$ cat src/rtl/mmap_pkg.sv
// Shared definitions for the memory-mapped pair MAC: FSM states, register
// addresses and the bit layout of CTRL and DATA write words.
package mmap_pkg;

   typedef enum logic [1:0] {
      ST_IDLE  = 2'd0,
      ST_ACCUM = 2'd1,
      ST_DRAIN = 2'd2,
      ST_DONE  = 2'd3
   } state_e;

   localparam logic ADDR_CTRL = 1'b0;
   localparam logic ADDR_DATA = 1'b1;

   localparam int COUNT_LSB = 0;
   localparam int ABORT_BIT = 31;

   localparam int L_LSB = 16;
   localparam int R_LSB = 0;

endpackage

$ cat src/rtl/pair_mul.sv
// Registered signed DW x DW multiplier. o_valid marks a product that was
// captured on the previous edge and has not yet been consumed.
module pair_mul #(
   parameter int DW = 16
) (
   input  logic                   i_clk,
   input  logic                   i_rst,
   input  logic                   i_clr,
   input  logic                   i_en,
   input  logic signed [DW-1:0]   i_l,
   input  logic signed [DW-1:0]   i_r,
   output logic signed [2*DW-1:0] o_prod,
   output logic                   o_valid
);

   logic signed [2*DW-1:0] prod_q;
   logic signed [2*DW-1:0] prod_d;
   logic                   valid_q;

   assign prod_d = i_l * i_r;

   always_ff @(posedge i_clk) begin
      if (!i_rst || i_clr) begin
         prod_q  <= '0;
         valid_q <= 1'b0;
      end else begin
         valid_q <= i_en;
         if (i_en) begin
            prod_q <= prod_d;
         end
      end
   end

   assign o_prod  = prod_q;
   assign o_valid = valid_q;

endmodule

$ cat src/rtl/mmap_pair_mac.sv
// Dot-product engine on a memory-mapped write port: CTRL programs a pair
// count, each DATA word supplies one signed L/R pair to multiply-accumulate.
module mmap_pair_mac
   import mmap_pkg::*;
#(
   parameter int DW    = 16,
   parameter int ACC_W = 40,
   parameter int CNT_W = 8
) (
   input  logic             i_clk,
   input  logic             i_rst,
   input  logic             i_we,
   input  logic             i_addr,
   input  logic [31:0]      i_data,
   output logic             o_busy,
   output logic             o_done,
   output logic [ACC_W-1:0] o_result,
   output logic [CNT_W-1:0] o_count,
   output logic             o_err
);

   state_e             state_q, state_d;
   logic [ACC_W-1:0]   acc_q, acc_d;
   logic [CNT_W-1:0]   count_q, count_d;
   logic               err_q, err_d;

   logic               ctrlWr, dataWr;
   logic               startOk, abortOk, dataOk, lastPair;
   logic [CNT_W-1:0]   ctrlCount;
   logic signed [DW-1:0]   opL, opR;
   logic signed [2*DW-1:0] prod;
   logic               prodValid;
   logic [ACC_W-1:0]   prodExt;

   assign ctrlWr    = i_we && (i_addr == ADDR_CTRL);
   assign dataWr    = i_we && (i_addr == ADDR_DATA);
   assign ctrlCount = i_data[COUNT_LSB +: CNT_W];
   assign opL       = i_data[L_LSB +: DW];
   assign opR       = i_data[R_LSB +: DW];

   assign startOk  = ctrlWr && ((state_q == ST_IDLE) || (state_q == ST_DONE));
   assign abortOk  = ctrlWr && (state_q == ST_ACCUM) && i_data[ABORT_BIT];
   assign dataOk   = dataWr && (state_q == ST_ACCUM);
   assign lastPair = dataOk && (count_q == CNT_W'(1));

   pair_mul #(.DW(DW)) uMul (
      .i_clk   (i_clk),
      .i_rst   (i_rst),
      .i_clr   (abortOk),
      .i_en    (dataOk),
      .i_l     (opL),
      .i_r     (opR),
      .o_prod  (prod),
      .o_valid (prodValid)
   );

   assign prodExt = {{(ACC_W-2*DW){prod[2*DW-1]}}, prod};

   always_ff @(posedge i_clk) begin
      if (!i_rst) begin
         state_q <= ST_IDLE;
         acc_q   <= '0;
         count_q <= '0;
         err_q   <= 1'b0;
      end else begin
         state_q <= state_d;
         acc_q   <= acc_d;
         count_q <= count_d;
         err_q   <= err_d;
      end
   end

   always_comb begin
      state_d = state_q;
      unique case (state_q)
         ST_IDLE, ST_DONE: begin
            if (startOk) begin
               state_d = (ctrlCount != '0) ? ST_ACCUM : ST_DONE;
            end
         end
         ST_ACCUM: begin
            if (abortOk) begin
               state_d = ST_IDLE;
            end else if (lastPair) begin
               state_d = ST_DRAIN;
            end
         end
         ST_DRAIN: state_d = ST_DONE;
         default:  state_d = ST_IDLE;
      endcase
   end

   // The product captured last edge is folded in unless a start/abort wipes the job.
   always_comb begin
      acc_d   = prodValid ? (acc_q + prodExt) : acc_q;
      count_d = count_q;
      err_d   = err_q;
      if (startOk) begin
         acc_d   = '0;
         count_d = ctrlCount;
         err_d   = 1'b0;
      end else if (abortOk) begin
         acc_d   = '0;
         count_d = '0;
      end else if (dataOk) begin
         count_d = count_q - CNT_W'(1);
      end
      if (ctrlWr && (state_q == ST_ACCUM) && !i_data[ABORT_BIT]) begin
         err_d = 1'b1;
      end
      if (dataWr && (state_q != ST_ACCUM)) begin
         err_d = 1'b1;
      end
   end

   always_comb begin
      o_busy = 1'b0;
      o_done = 1'b0;
      unique case (state_q)
         ST_ACCUM, ST_DRAIN: o_busy = 1'b1;
         ST_DONE:            o_done = 1'b1;
         default:            ;
      endcase
   end

   assign o_result = acc_q;
   assign o_count  = count_q;
   assign o_err    = err_q;

endmodule

$ cat config.mk
export PLATFORM = sky130hd
export DESIGN_NAME = mmap_pair_mac
export DESIGN_NICKNAME = d
export VERILOG_FILES = /design/src/rtl/mmap_pkg.sv /design/src/rtl/pair_mul.sv /design/src/rtl/mmap_pair_mac.sv
export SDC_FILE = /design/constraint.sdc
export NUM_CORES = 1
export LEC_CHECK = 0
export ABC_AREA = 1
export CORE_MARGIN = 5
export CORE_UTILIZATION = 58
export DETAILED_ROUTE_END_ITERATION = 12
export GPL_TIMING_DRIVEN = 0
export HOLD_SLACK_MARGIN = 0.03
export PLACE_DENSITY = 0.77
export SLEW_MARGIN = 20
export SYNTH_ARGS = -nofsm -noshare
export SYNTH_HDL_FRONTEND = slang
export SYNTH_HIERARCHICAL = 1
export SYNTH_SLANG_ARGS = --single-unit
$ cat constraint.sdc
create_clock -name i_clk -period 5.8 [get_ports i_clk]
set_input_delay 1.16 -clock i_clk [delete_from_list [all_inputs] [get_ports i_clk]]
set_output_delay 1.16 -clock i_clk [all_outputs]
set_load 0.02 [all_outputs]
---- Word-level counts from Yosys, hierarchy flattened ----
Index checks and enable logic that the tools add are counted.
word-level totals
  bits in registers ....................... 84
  bits of input ports ..................... 36
  output and inout bits ................... 51
  word-level logic and storage cells ...... 52
cells by class
  add/sub/neg operators ................... 2
  multipliers ............................. 1
  eq/ne operators ......................... 7
  multiplexer cells ....................... 13
  bitwise logic cells ..................... 2
  reductions and logical operators ........ 21
operator list
  operator             number
  $add 40x40->40       1
  $mul 16x16->32       1
  $mux 8               3
  $logic_and 1x1->1    9
  $eq 8x1->1 const B   1
  $mux 2               4
  $reduce_bool 8->1    1
  $sub 8x1->8 const B  1
  $pmux 2 s3           1
  $reduce_bool 3->1    2
  $mux 1               5
  $eq 2x2->1 const B   2
  $reduce_or 2->1      2
  $ne 3x2->1 const B   1
  $reduce_or 3->1      1
  $eq 2x1->1 const B   1
  $logic_not 1->1      2
  $logic_not 2->1      1
  $logic_or 1x1->1     2
  $ne 2x1->1 const B   1
  $ne 2x2->1 const B   1
  $not 1->1            2
  $reduce_and 2->1     1

---- Logic depth before layout (Yosys ltp) ----
  word-level depth ........................ 6
  depth in mapped cells ................... 28

---- Modules after synthesis ----
The synthesis kept the hierarchy.
modules (own cells, without submodules)
  module         times used  cells an instance  area each (sq um)
  pair_mul       1           1629               12014.0
  mmap_pair_mac  1           920                5207.5

---- Worst setup path after synthesis ----
OpenSTA, ideal clock, no wires.
  kind .................................... input port to flip-flop
  start ................................... input i_data[5]
  end ..................................... register uMul.prod_q[31] (netlist: uMul/o_prod[31])
  arrival time ............................ 6.196 ns
  path slack .............................. -0.515 ns
  cell stages on the path ................. 22
  path buffers ............................ 2
  cell sequence ........................... clkbuf_1 clkbuf_1 nand2_1 fa_1 inv_1 fa_1 inv_1 fa_1 fa_1 fa_1 fa_1 inv_1 ha_1 nand2_1 nor2_1 nand3_1 nor3_2 nand2_1 nand2_1 nand3_1 nand2_1 a21oi_1
between the ends
  longest elaborated chain between the ends .. 1
ends and longest elaborated chain
  element               line                 text
  from (decl)           mmap_pair_mac.sv:14  input logic [31:0] i_data,
  $mul 16x16->32        pair_mul.sv:20       assign prod_d = i_l * i_r;
  to (signal assigned)  pair_mul.sv:29       prod_q <= prod_d;
  to (decl)             pair_mul.sv:16       logic signed [2*DW-1:0] prod_q;
Every way passes these cells.
A chain may end at the register's enable or synchronous reset.

---- Worst setup path after layout ----
  start ................................... input i_data[2]
  end ..................................... register uMul.prod_q[27] (netlist: uMul/o_prod[27])
The elaborated chain is that of the path after synthesis.

==> results.ini <==
[drt]
firstDrtPassIters = 6
drtIter0Drc = 1530
antenna_left = 0
wl_per_cell_um = 17.15
wl_mm = 53.26
vias_per_cell = 5.333
vias = 16560
drc = 0

[clock_network]
cts_tree = done
cts_made_buffers = 9
clock_sinks = 84
cts_hold_buf = 0
root_buffer = clkbuf_16
path_clk_slew_ns = 0.06
ctsLongestPathBuffers = 2
clk_latency_ns = 0.35
cts.htree.levels = 3

[global_routing]
antenna_found_initial = 0
grt_max_degree = 15
grt_pass1_wl_mm = 84.68
grt_usage = 0.3184
grt-ovfl-total = 0
grt_pass1_vias = 16690

[floorplanning]
die_area_um2 = 33240
fp.dieH_um = 182.3
start_util = 0.5842
dieWidth_um = 182.3
design.core.area_um2 = 29480
rows = 63
ios = 87

[worst_setup_path]
r2r_setup_slack_ns = 3.35
start_kind = input port
worstPathArrival_ns = 6.24
crit_path_end_kind = register
worst_r2r_endpoint = o_result[36]
worstRegToRegCells = 12
worstSetupPathType = input port to register
cp.required_ns = 6.04
worstReg2RegStart = o_result[0]
crit_fanout = 5

[synthesis]
synth.most_common_cell = nand2_1
syn_area_per_cell_um2 = 6.756
yosys_warnings = 6
yosys.area.top_type = fa_1
async_flop_share = 0
syn_nets = 2975
synth_edf_count = 0
synth_area_um2 = 17220
synthTopCellsByArea = fa_1 31%, nand2_1 15%, inv_1 14%
synth_commonest_cells = 682 x nand2_1, 653 x inv_1, 263 x fa_1
synth_cell_types = 44
syn_inst = 2549
synth_top_cell_area_share = 0.3057
synth_ff_type = dfxtp_1
ys_ff_latch = 84
seq_area_frac_synth = 0.09765

[status]
status = finished with violations
violations = negative setup slack

[cells_and_area]
layout-drive-gt1-share = 0.1735
diodes = 0
fin_cells = 3105
syn_to_final_growth_pct = 24.06
fin_area_um2 = 21360
nNetsFinal = 3136

[sta]
finalSetupViolCount = 19
fin_tns_setup_ns = -2.187
finClkSkew_ns = 0.008716
rsz0062_at_grt = yes
fmax_mhz = 166.6
min_period_over_period = 1.035
fin_crit_ns = 6.002
drv_slew = 0
hold_violations = 0
setup_slack_ns = -0.2021
worst_pin_slew_ns = 0.7219
slew_headroom = 0.5187

[min_path]
min_from = uMul/o_prod[2]
hold_path_end = uMul/o_prod[2]
hp-class = register to register
holdPathStages = 2

[placed_design]
place.gp.congestion = 0.9526
place_ws_ns = -1.443
placed_area_um2 = 18940
io_buffers = 67
dp.cells = 3006
dp_hpwl_mm = 41.60

[job]
drv_cap = 0

==> critical path: stages <==
cell and delay (ns):
buf_8 0.10, buf_8 0.13, buf_12 0.13, clkbuf_16 0.15, nand2_4 0.06, fa_1 0.46
fa_2 0.56, fa_2 0.45, fa_1 0.55, inv_2 0.05, fa_1 0.58, fa_2 0.48
ha_4 0.39, nand2_8 0.09, buf_4 0.17, nor3_4 0.22, nand3_2 0.14, nand4_1 0.12
nand3_1 0.10, nand2_1 0.09, inv_1 0.04
==> per-layer routing <==
metal / vias up / GRT usage / part of all wire
li1: 7761 / - / -
met1: 7965 / 0.4423 / 0.42
met2: 720 / 0.5131 / 0.47
met3: 112 / 0.06797 / 0.090
met4: 0 / 0.07805 / 0.023
met5: - / 0 / 0
==> worst max path at each step <==
stage / from / slack, ns / end / cells after the start
after CTS: i_data[4] / -0.13 / uMul/o_prod[21] / 25
after floorplan: i_data[9] / -0.03 / uMul/o_prod[31] / 24
after global routing: i_data[7] / -0.32 / uMul/o_prod[21] / 23
after detailed placement: i_data[28] / -1.44 / uMul/o_prod[23] / 24
after global placement: i_data[28] / -1.44 / uMul/o_prod[21] / 22
final: i_data[2] / -0.20 / uMul/o_prod[27] / 21
==> layout make-up <==
type | count | area (um^2)
multi-input cells | 1708 | 13870
fillers | 2403 | 8117
inverters | 676 | 2565
flip-flops and latches | 84 | 1682
repair buffers | 157 | 1523
plain buffers | 74 | 963.4
well taps | 390 | 488.0
clock buffers | 10 | 229.0
clock inverters | 6 | 40.04
==> state kept, by name (all words and copies together), names as in the netlist <==
register      count
o_count           8
o_err             1
o_result         40
state_q           2
uMul/o_prod      32
uMul/o_valid      1
==> kinds of logic (layout without fill, tap and decap cells) <==
family,after synthesis,count (layout),synth area share
compound gates,172,172,0.05391
fa+ha+maj,390,390,0.3980
xor+xnor,40,40,0.02034
simple gates,1106,1106,0.2629
flops,84,84,0.09765
buf+inv,757,923,0.1672
==> through the flow <==
step	utilization	hold slack, ns
floorplan	-	0.4446
global placement	0.6424	0.4639
detailed placement	0.6424	0.4646
CTS	0.6947	0.4690
global route	0.7247	0.4892
finish	0.7247	0.4703
==> cells in the final DEF (no fill, tap or decap), types with 4 or more instances in the layout <==
cell and instances:
a21oi_1 60, a21oi_2 9, a21oi_4 6, a31oi_1 7, buf_12 17, buf_2 4
buf_4 76, buf_6 24, buf_8 15, clkbuf_1 14, clkbuf_16 24, clkbuf_4 5
clkdlybuf4s50_1 54, dfxtp_1 84, fa_1 239, fa_2 24, ha_1 104, ha_4 21
inv_1 606, inv_2 60, inv_4 9, nand2_1 612, nand2_2 41, nand2_4 34
nand2_8 5, nand3_1 83, nand3_2 19, nand3_4 6, nand4_1 14, nor2_1 233
nor2_2 14, nor2_4 19, nor3_1 9, nor3_4 7, o21ai_0 55, o21ai_1 13
o21ai_2 5, or2_2 4, xnor2_1 6, xor2_1 31
==> what timing repair did <==
| action | CTS | global route |
|---|---|---|
| resized for setup | 280 | 205 |
| endpoints found under the setup margin | 24 | 22 |
| gates cloned | 1 | 1 |
| setup buffers | 45 | 43 |
| pin swaps | 127 | 130 |
Power is not shown: default switching activity piles up to over one toggle a cycle in this logic, so the estimate is an artifact.
